===== config.mk =====
export PLATFORM = sky130hd
export DESIGN_NAME = multiplier_issue_unit
export DESIGN_NICKNAME = d
export VERILOG_FILES = /design/src/rtl/multiplier_issue_unit.sv
export SDC_FILE = /design/constraint.sdc
export NUM_CORES = 1
export LEC_CHECK = 0
export ABC_AREA = 0
export CORE_MARGIN = 2
export CORE_UTILIZATION = 43
export DETAILED_ROUTE_END_ITERATION = 8
export HOLD_SLACK_MARGIN = 0.15
export PLACE_DENSITY = 0.76
export REMOVE_ABC_BUFFERS = 1
export SLEW_MARGIN = 20
export SYNTH_ARGS = -nofsm -noshare
export SYNTH_HDL_FRONTEND = slang
export SYNTH_SLANG_ARGS = --single-unit
export TNS_END_PERCENT = 50

===== constraint.sdc =====
create_clock -name clock -period 2.1 [get_ports clock]
set_clock_uncertainty 0.05 [all_clocks]
set_input_delay 0.525 -clock clock [delete_from_list [all_inputs] [get_ports clock]]
set_output_delay 0.525 -clock clock [all_outputs]
set_load 0.005 [all_outputs]

===== src/rtl/multiplier_issue_unit.sv =====
// Issue/collect sequencer for a shift-and-add multiplier core: takes operand pairs,
// starts the core, captures its product (or a watchdog timeout) and re-arms it.
module multiplier_issue_unit #(
   parameter int WIDTH   = 8,
   parameter int TIMEOUT = 64
) (
   input  logic                 clock,
   input  logic                 n_reset,
   input  logic                 in_valid,
   output logic                 in_ready,
   input  logic [WIDTH-1:0]     in_multiplicand,
   input  logic [WIDTH-1:0]     in_multiplier,
   output logic                 out_valid,
   input  logic                 out_ready,
   output logic [2*WIDTH-1:0]   out_product,
   output logic                 out_error,
   output logic                 core_n_reset,
   output logic                 core_start,
   input  logic                 core_ready,
   output logic [WIDTH-1:0]     core_multiplicand,
   output logic [WIDTH-1:0]     core_multiplier,
   input  logic [2*WIDTH-1:0]   core_product
);

   localparam int CNT_W = (TIMEOUT > 2) ? $clog2(TIMEOUT) : 1;
   localparam logic [CNT_W-1:0] LAST_COUNT = CNT_W'(TIMEOUT - 1);

   typedef enum logic [2:0] {
      IDLE,
      START,
      WAIT,
      OUT,
      CLEAR,
      RECOVER
   } state_t;

   state_t               state_q, state_d;
   logic [CNT_W-1:0]     waitCount_q, waitCount_d;
   logic [WIDTH-1:0]     multiplicand_q, multiplicand_d;
   logic [WIDTH-1:0]     multiplier_q, multiplier_d;
   logic [2*WIDTH-1:0]   product_q, product_d;
   logic                 error_q, error_d;
   logic                 coreNReset_q, coreNReset_d;

   // State, operand, result and core-reset registers.
   always_ff @(posedge clock or negedge n_reset) begin
      if (!n_reset) begin
         state_q        <= IDLE;
         waitCount_q    <= '0;
         multiplicand_q <= '0;
         multiplier_q   <= '0;
         product_q      <= '0;
         error_q        <= 1'b0;
         coreNReset_q   <= 1'b0;
      end else begin
         state_q        <= state_d;
         waitCount_q    <= waitCount_d;
         multiplicand_q <= multiplicand_d;
         multiplier_q   <= multiplier_d;
         product_q      <= product_d;
         error_q        <= error_d;
         coreNReset_q   <= coreNReset_d;
      end
   end

   // Next-state logic; core_ready is only honoured in WAIT and beats the watchdog.
   always_comb begin
      state_d        = state_q;
      waitCount_d    = waitCount_q;
      multiplicand_d = multiplicand_q;
      multiplier_d   = multiplier_q;
      product_d      = product_q;
      error_d        = error_q;
      case (state_q)
         IDLE: begin
            if (in_valid) begin
               multiplicand_d = in_multiplicand;
               multiplier_d   = in_multiplier;
               state_d        = START;
            end
         end
         START: begin
            waitCount_d = '0;
            state_d     = WAIT;
         end
         WAIT: begin
            waitCount_d = waitCount_q + 1'b1;
            if (core_ready) begin
               product_d = core_product;
               error_d   = 1'b0;
               state_d   = OUT;
            end else if (waitCount_q == LAST_COUNT) begin
               product_d = '0;
               error_d   = 1'b1;
               state_d   = OUT;
            end
         end
         OUT: begin
            if (out_ready) begin
               state_d = CLEAR;
            end
         end
         CLEAR:   state_d = RECOVER;
         RECOVER: state_d = IDLE;
         default: state_d = IDLE;
      endcase
      // Registered from the next state so the core reset is clean and lasts exactly one cycle.
      coreNReset_d = (state_d != CLEAR);
   end

   assign in_ready          = (state_q == IDLE);
   assign core_start        = (state_q == START);
   assign out_valid         = (state_q == OUT);
   assign out_product       = product_q;
   assign out_error         = error_q;
   assign core_n_reset      = coreNReset_q;
   assign core_multiplicand = multiplicand_q;
   assign core_multiplier   = multiplier_q;

endmodule

# --- Word-level counts from Yosys, hierarchy flattened ---
# Index checks and enable logic that the tools add are counted.
classes:
  muxes: 10
  reduce_logical: 5
  div_mod_pow: 0
  eq_ne: 6
  bitwise_logic: 0
  order_cmp: 0
  shift: 0
  mul: 0
  addsub: 1
op_table:
  columns: ["cell", "n"]
  rows:
  - ["two-way mux 16 bit", 2]
  - ["case mux 3 bit (5 select lines)", 1]
  - ["two-way mux 3 bit", 4]
  - ["case mux 6 bit (2 select lines)", 1]
  - ["adder 6 x 1 -> 6 bit (second input constant)", 1]
  - ["== test 3 x 2 -> 1 bit (second input constant)", 2]
  - ["== test 6 bit (second input constant)", 1]
  - ["AND reduction 2 bit", 2]
  - ["nonzero test 2 bit", 2]
  - ["== test 3 x 1 -> 1 bit (second input constant)", 1]
  - ["== test 3 bit (second input constant)", 1]
  - ["logical NOT 3 bit", 1]
  - ["inequality test 3 bit (second input constant)", 1]
  - ["two-way mux 1 bit", 2]
totals:
  latchBits: 0
  ramBits: 0
  input_bits: 37
  out_inout_bits: 37
  elab_cells: 29
  regBits: 43
  romBits: 0
  mem_count: 0

# --- Longest topological paths before layout ---
# Gate-level depths: netlist of the first run.
depth:
  word_depth: 5
  ltp_mapped: 6
  mapped_depth_nobuf: 4

# --- Worst setup path before layout of the first run ---
# OpenSTA, ideal clock, no wires.
synth_path:
  path_kind: "register to register"
  from: "register waitCount_q[0]"
  to: "register state_q[0]"
  setup_ns: 0.133
  period_less_slack_ns: 1.614
  stages_incl_launch_ff: 7
  n_path_buf: 2
  t_required_ns: 1.917
  arrival_time_ns: 1.431
  slack_ns: 0.486
  cell_sequence: "dfrtp_1 > ha_1 > and3_1 > and3_1 > buf_2 > buf_4 > nand4b_1"
synth_via:
  elab_chain_len: 4
synth_lines:
  columns: ["element", "line", "source"]
  rows:
  - ["start: declaration", "38", "logic [CNT_W-1:0] waitCount_q, waitCount_d;"]
  - ["start signal: assignment", "57", "waitCount_q <= waitCount_d;"]
  - ["== test 6 bit", "92", "end else if (waitCount_q == LAST_COUNT) begin"]
  - ["two-way mux 3 bit", "92", null]
  - ["two-way mux 3 bit", "88", "if (core_ready) begin"]
  - ["case mux 3 bit (5 select lines)", "74", "case (state_q)"]
  - ["net state_d[0]", "37", "state_t state_q, state_d;"]
  - ["end signal: assignment", "56", "state_q <= state_d;"]
  - ["end: declaration", "37", null]
# The timed path passes the listed nets, and every way through them passes these cells.
# A chain may end at the register's enable or synchronous reset.

# --- Worst setup path after layout of the first run ---
layout_path:
  from: "register state_q[1]"
  to: "output port core_start"
layout_via:
  elab_chain_len: 1
layout_lines:
  columns: ["element", "line", "source"]
  rows:
  - ["== test 3 x 1 -> 1 bit", "112", "assign core_start = (state_q == START);"]
  - ["end: declaration", "18", "output logic core_start,"]
# Every way passes these cells.

==> metrics.md, run 1 <==
| Metric | Value |
|---|---|
| Mean number of vias per cell | `between 5 and 6` |
| Post-DR wirelength/cell | `between 10 and 15 µm` |
| Fin Hold WS | `0.442 ns` |
| Fin util | `0.650` |
| Root Buffer | `clkbuf_8` |
| Detailed Place HPWL | `3080 µm` |
| Worst-skew pair later-pin latency | `between 0.2 and 0.3 ns` |
| Number of CTS-inserted buffers | `5` |
| Max incr delay on CP | `about 0.53 ns` |
| Measured slew at the worst slew-check pin | `0.531 ns` |
| Setup TNS | `0 ns` |
| Ys async rst share | `1.00` |
| Kind of critical path | `flop to output port` |
| Starting Density | `0.442` |
| CTS sink count | `43` |
| Area share of the largest cell type after synthesis | `0.564` |
| Most numerous cell in the Yosys netlist | `dfrtp_1` |
| Crit share post-route | `0.971` |
| Total Power | `3.77 mW` |
| Relative slew margins | `0.646` |
| Post-layout min period | `~2 ns` |
| TritonCTS clock tree | `done` |
| First-pass GRT wire length | `6800 µm` |
| Worst-path fanout max | `5` |
| MaxCap Viol Count | `0` |
| Share of cells above drive strength 1 | `0.184` |
| Mean Syn Cell Area | `11.7 µm²` |
| Antenna Nets Post-Route | `0` |
| Initial DRC count | `90` |
| Peak VDD IR | `0.615 mV` |
| Core area | `4320 µm²` |
| Ys Warns | `0` |
| Nets | `approximately 280` |
| Worst-path cell chain | `nor3b_2 -> clkdlybuf4s50_1` |
| Die area | `4990 µm²` |
| Unrepaired setup endpoints after global routing | `no` |
| H-tree level count | `2` |
| Crit path buf inv count | `1` |
| Port bufs | `73` |
| P_leak | `around 1.2 nW` |
| Die Height | `70.6 µm` |
| Post-synthesis cell count | `163` |
| Largest net degree at the start of global routing | `19` |
| Total Routing Usage GR | `0.173` |
| Num ports | `74` |
| Die Span X | `70.6 µm` |
| Number of global-route vias before repair | `1447` |
| Fin area | `2810 µm²` |
| Ant. Diodes | `0` |
| First-pass DRT Iterations | `4` |
| DR DRC count | `0` |
| Pwr dens | `1340 nW/µm²` |
| Antenna violations before repair | `0` |
| Largest area contributor in the netlist | `dfrtp_1` |
| Top cell family by delay on the critical path | `buffers and inverters` |
| GRT overflow | `0` |
| HP Class | `flop to flop` |
| Fmax achieved | `490 MHz` |
| # rows | `24` |
| Worst Path Required | `1.52 ns` |
| Syn Std Cell Area | `1910 µm²` |
| DR vias | `1513` |
| Pins Over Slew Limit | `0` |
| Post-synth EDFFs | `0` |
| Main area contributors after synthesis | `dfrtp_1 (56%), mux2_4 (7.9%), nand2_1 (6.7%)` |
| Status | `finished clean` |
| Slowest library cell on the worst path | `clkdlybuf4s50_1` |
| Commonest cells in the netlist | `dfrtp_1 (43), nand2_1 (34), o21ai_0 (18)` |
| Synthesis-to-finish area growth | `47.2%` |
| Final setup viols | `0` |
| CP Launch Type | `flop` |
| Clock Path Buffers | `2` |
| Clock slew at reported path FFs | `roughly 0.08 ns` |
| Prevailing post-synth register cell | `dfrtp_1` |
| Placer congestion estimate | `0.804` |
| Drt total wl | `4170 µm` |
| Register area share after synthesis | `0.564` |
| Synth unique cells | `40` |
| WP data arrival | `between 1 and 1.5 ns` |
| Placed cell areas | `2700 µm²` |
| Worst Setup End Kind | `output port` |
| Final Hold Viols | `0` |
| Synth Register Bits | `43` |
per-stage QoR:
| stage | setup WS, ns | cells |
|---|---|---|
| 6_report | 0.0602 | 296 |
| 2_1_floorplan | -0.0196 | 152 |
| 3_3_place_gp | 0.244 | 286 |
| 5_1_grt | 0.00110 | 296 |
| 4_1_cts | -0.0163 | 295 |
| 3_5_place_dp | 0.228 | 286 |
layout by cell type (no fill, tap or decap), types with 2 or more instances in the layout:
| master | synthesis | final |
|---|---|---|
| clkdlybuf4s50_1 | 0 | 70 |
| nor2_1 | 3 | 3 |
| buf_4 | 5 | 10 |
| nand2_1 | 34 | 34 |
| clkbuf_8 | 0 | 5 |
| a31oi_1 | 2 | 2 |
| dfrtp_1 | 43 | 42 |
| dlygate4sd2_1 | 0 | 2 |
| and3_1 | 2 | 2 |
| a22o_1 | 4 | 4 |
| and2_4 | 1 | 2 |
| mux2_4 | 10 | 10 |
| mux2_2 | 7 | 7 |
| clkinv_2 | 0 | 3 |
| o21ai_0 | 18 | 18 |
| inv_1 | 2 | 2 |
repair_timing:
action / 4_1_cts / 5_1_grt
hold endpoints to repair: 15 / 0
gates resized for setup: 6 / 1
hold buffers: 1 / 0
pin swaps: 0 / 1
endpoints found under the setup margin: 3 / 1
buffers inserted: 0 / 1
power breakdown:
| part | internal, mW | switching (mW) |
|---|---|---|
| logic | 1.16 | 0.675 |
| registers | 1.20 | 0.229 |
| clock network | 0.228 | 0.274 |
routing by layer:
layer	vias to the layer above	global-route usage	share of wire
li1	729	-	-
met5	-	0	0
met2	43	0.283	0.50
met1	734	0.229	0.44
met4	0	0.0545	0.012
met3	7	0.0442	0.055
sequential cells by signal (all words and copies together), names as in the netlist:
name               count
out_product           16
waitCount_q            6
out_error              1
state_q                3
core_multiplicand      8
core_multiplier        8
core_n_reset           1
final timing paths:
kind / to / cells past startpoint / slack (ns) / from
worst max register to register: out_product[12] / 4 / 0.22 / state_q[2]
min in group asynchronous: waitCount_q[1] / 2 / 0.62 / n_reset
worst max-delay path: core_start / 2 / 0.06 / state_q[1]
max in group asynchronous: out_product[1] / 3 / 0.84 / n_reset
worst min-delay path: out_error / 1 / 0.44 / out_error
worst min register to register: out_error / 1 / 0.44 / out_error
final cells by class:
type                    instances  area (µm²)
fillers                       365        1510
repair buffers                 84         808
multi-input cells             107         768
clock inverters                 3        15.0
flip-flops and latches         43        1080
well taps                      52        65.1
clock buffers                   5        68.8
inverters                       2        7.51
cell families (layout without fill, tap and decap cells):
group / count (synthesis) / count (layout) / share of synthesized area
AO/OA/AOI/OAI: 34 / 34 / 0.111
adder cells (fa/ha/maj): 1 / 1 / 0.00655
buffers and inverters: 13 / 94 / 0.0452
flip-flops: 43 / 43 / 0.564
multiplexers: 17 / 17 / 0.120
AND/OR/NAND/NOR: 55 / 55 / 0.154
Note: power is estimated with default switching activity, not from simulation.
==> run 2, diff against run 1 <==
- PLACE_DENSITY: 0.76 -> 0.79
==> metrics.md, run 2 (synthesized netlist as in run 1, its figures left out) <==
| Metric | Value |
|---|---|
| Post-layout min period | `1.86 ns` |
| Pins Over Slew Limit | `0` |
| Crit path depth | `3` |
| Relative slew margins | `0.653` |
| Drt total wl | `~4400 µm` |
| Worst-path cell chain | `nor2b_2 -> and2_4 -> dlygate4sd2_1` |
| Total Routing Usage GR | `0.184` |
| Reg-to-reg endpoint | `out_product[9]` |
| GRT overflow | `0` |
| Critical path endpoint | `out_valid` |
| Reg2Reg Setup Slack | `roughly 0.38 ns` |
| Fmax achieved | `roughly 540 MHz` |
| Die Height | `70.6 µm` |
| Unrepaired setup endpoints after global routing | `no` |
| Commonest non-fill, non-tap cell in the layout | `clkdlybuf4s50_1` |
| TritonCTS clock tree | `done` |
| WP data arrival | `1.29 ns` |
| Antenna violations before repair | `0` |
| Synthesis-to-finish area growth | `50.5%` |
| R2R depth | `7` |
| Setup TNS | `0 ns` |
| Starting Density | `0.442` |
| Hold buffer count at CTS | `0` |
| Nets | `284` |
| Clock slew at reported path FFs | `0.08 ns` |
| Worst-skew pair later-pin latency | `0.29 ns` |
| Fin Hold WS | `about 0.15 ns` |
| Worst Path Required | `around 1.5 ns` |
| Initial DRC count | `82` |
| Number of global-route vias before repair | `about 1.5k` |
| Largest net degree at the start of global routing | `25` |
| MaxCap Viol Count | `0` |
| Die area | `4990 µm²` |
| Mean number of vias per cell | `5.03` |
| Top cell family by delay on the critical path | `flip-flops` |
| Detailed Place HPWL | `3140 µm` |
| Status | `finished clean` |
| Share of cells above drive strength 1 | `0.198` |
| Antenna Nets Post-Route | `0` |
| CP Launch Type | `flop` |
| Final Hold Viols | `0` |
| Measured slew at the worst slew-check pin | `0.520 ns` |
| DR DRC count | `0` |
| Die Span X | `around 70 µm` |
| Beginning of the worst register-to-register path | `state_q[1]` |
| First-pass GRT wire length | `7330 µm` |
| Crit path launch | `state_q[2]` |
| Post-DR wirelength/cell | `14.8 µm` |
| Num ports | `74` |
| HP Class | `primary input to async pin` |
| Number of CTS-inserted buffers | `5` |
| Max FFs per register | `16` |
| Crit path buf inv count | `1` |
| P_leak | `between 1 and 1.5 nW` |
| # rows | `24` |
| Crit share post-route | `0.886` |
| Worst-path fanout max | `6` |
| Kind of critical path | `flop to output port` |
| Pwr dens | `1410 nW/µm²` |
| CTS sink count | `43` |
| Clock Path Buffers | `2` |
| Ant. Diodes | `0` |
| DR vias | `1504` |
| Most frequent cells in the layout | `clkdlybuf4s50_1 (69), dfrtp_1 (41), nand2_1 (34)` |
| Slowest library cell on the worst path | `dfrtp_2` |
| Core area | `approximately 4300 µm²` |
| First-pass DRT Iterations | `4` |
| Worst Setup End Kind | `output port` |
| Root Buffer | `clkbuf_8` |
| Placer congestion estimate | `0.805` |
| Port bufs | `73` |
| Max incr delay on CP | `0.46 ns` |
| H-tree level count | `2` |
| Final setup viols | `0` |
| Peak VDD IR | `0.620 mV` |
[run 2: cell count changes in the layout (fill, tap and decap cells not counted), sizes merged]
| cell | previous run | this run |
|---|---|---|
| clkdlybuf4s50 | 70 | 69 |
| bufinv | 0 | 2 |
| clkinv | 3 | 0 |
| dlygate4sd2 | 2 | 3 |
| buf | 11 | 15 |
| dlygate4sd3 | 1 | 0 |
| clkbuf | 5 | 6 |
[run 2: layer usage]
layer	GRT usage	vias up	wire length [µm]
li1	-	727	-
met1	0.252	735	2040
met2	0.295	38	2160
met3	0.0385	4	198
met4	0.0629	0	40
met5	0	-	0
[run 2: how the worst min path moves through the flow]
stage | startpoint | to | slack [ns] | cells after the start
after detailed placement | core_multiplicand[7] | core_multiplicand[7] | 0.44 | 1
final | n_reset | out_product[2] | 0.15 | 1
after CTS | n_reset | out_product[2] | 0.17 | 1
after floorplan | n_reset | core_multiplicand[0] | 0.18 | 0
after global placement | out_error | out_error | 0.42 | 1
after global routing | n_reset | out_product[1] | 0.19 | 1
[run 2: power by group]
| group | internal (mW) | leakage [nW] | switching [mW] |
|---|---|---|---|
| logic | 1.18 | 0.666 | 0.686 |
| clock network | 0.475 | 0.0654 | 0.282 |
| registers | 1.20 | 0.526 | 0.234 |
| total | 2.86 | 1.26 | 1.20 |
[run 2: what timing repair did]
item	in CTS	in global routing
gates resized for setup	8	0
setup endpoints to repair	3	0
setup buffers	4	0
endpoints found under the hold margin	0	0
[run 2: through the flow]
step / area, µm² / utilization / cells / power, mW / worst slack, ns
finish: 2870 / 0.665 / 299 / 4.06 / 0.238
global route: 2870 / 0.665 / 299 / 4.32 / 0.194
CTS: 2870 / 0.665 / 299 / 4.09 / 0.244
detailed placement: 2700 / 0.625 / 287 / 3.27 / 0.154
global placement: 2700 / 0.625 / 287 / 3.21 / 0.158
floorplan: 1830 / - / 152 / 2.23 / -0.0196
[run 2: final cells by class]
class,count,area [µm²]
Inverter,2,7.51
Timing Repair Buffer,87,827
Multi-Input combinational cell,107,763
Clock buffer,6,72.6
Clock inverter,2,60.1
Sequential cell,43,1080
Tap cell,52,65.1
Fill cell,354,1450
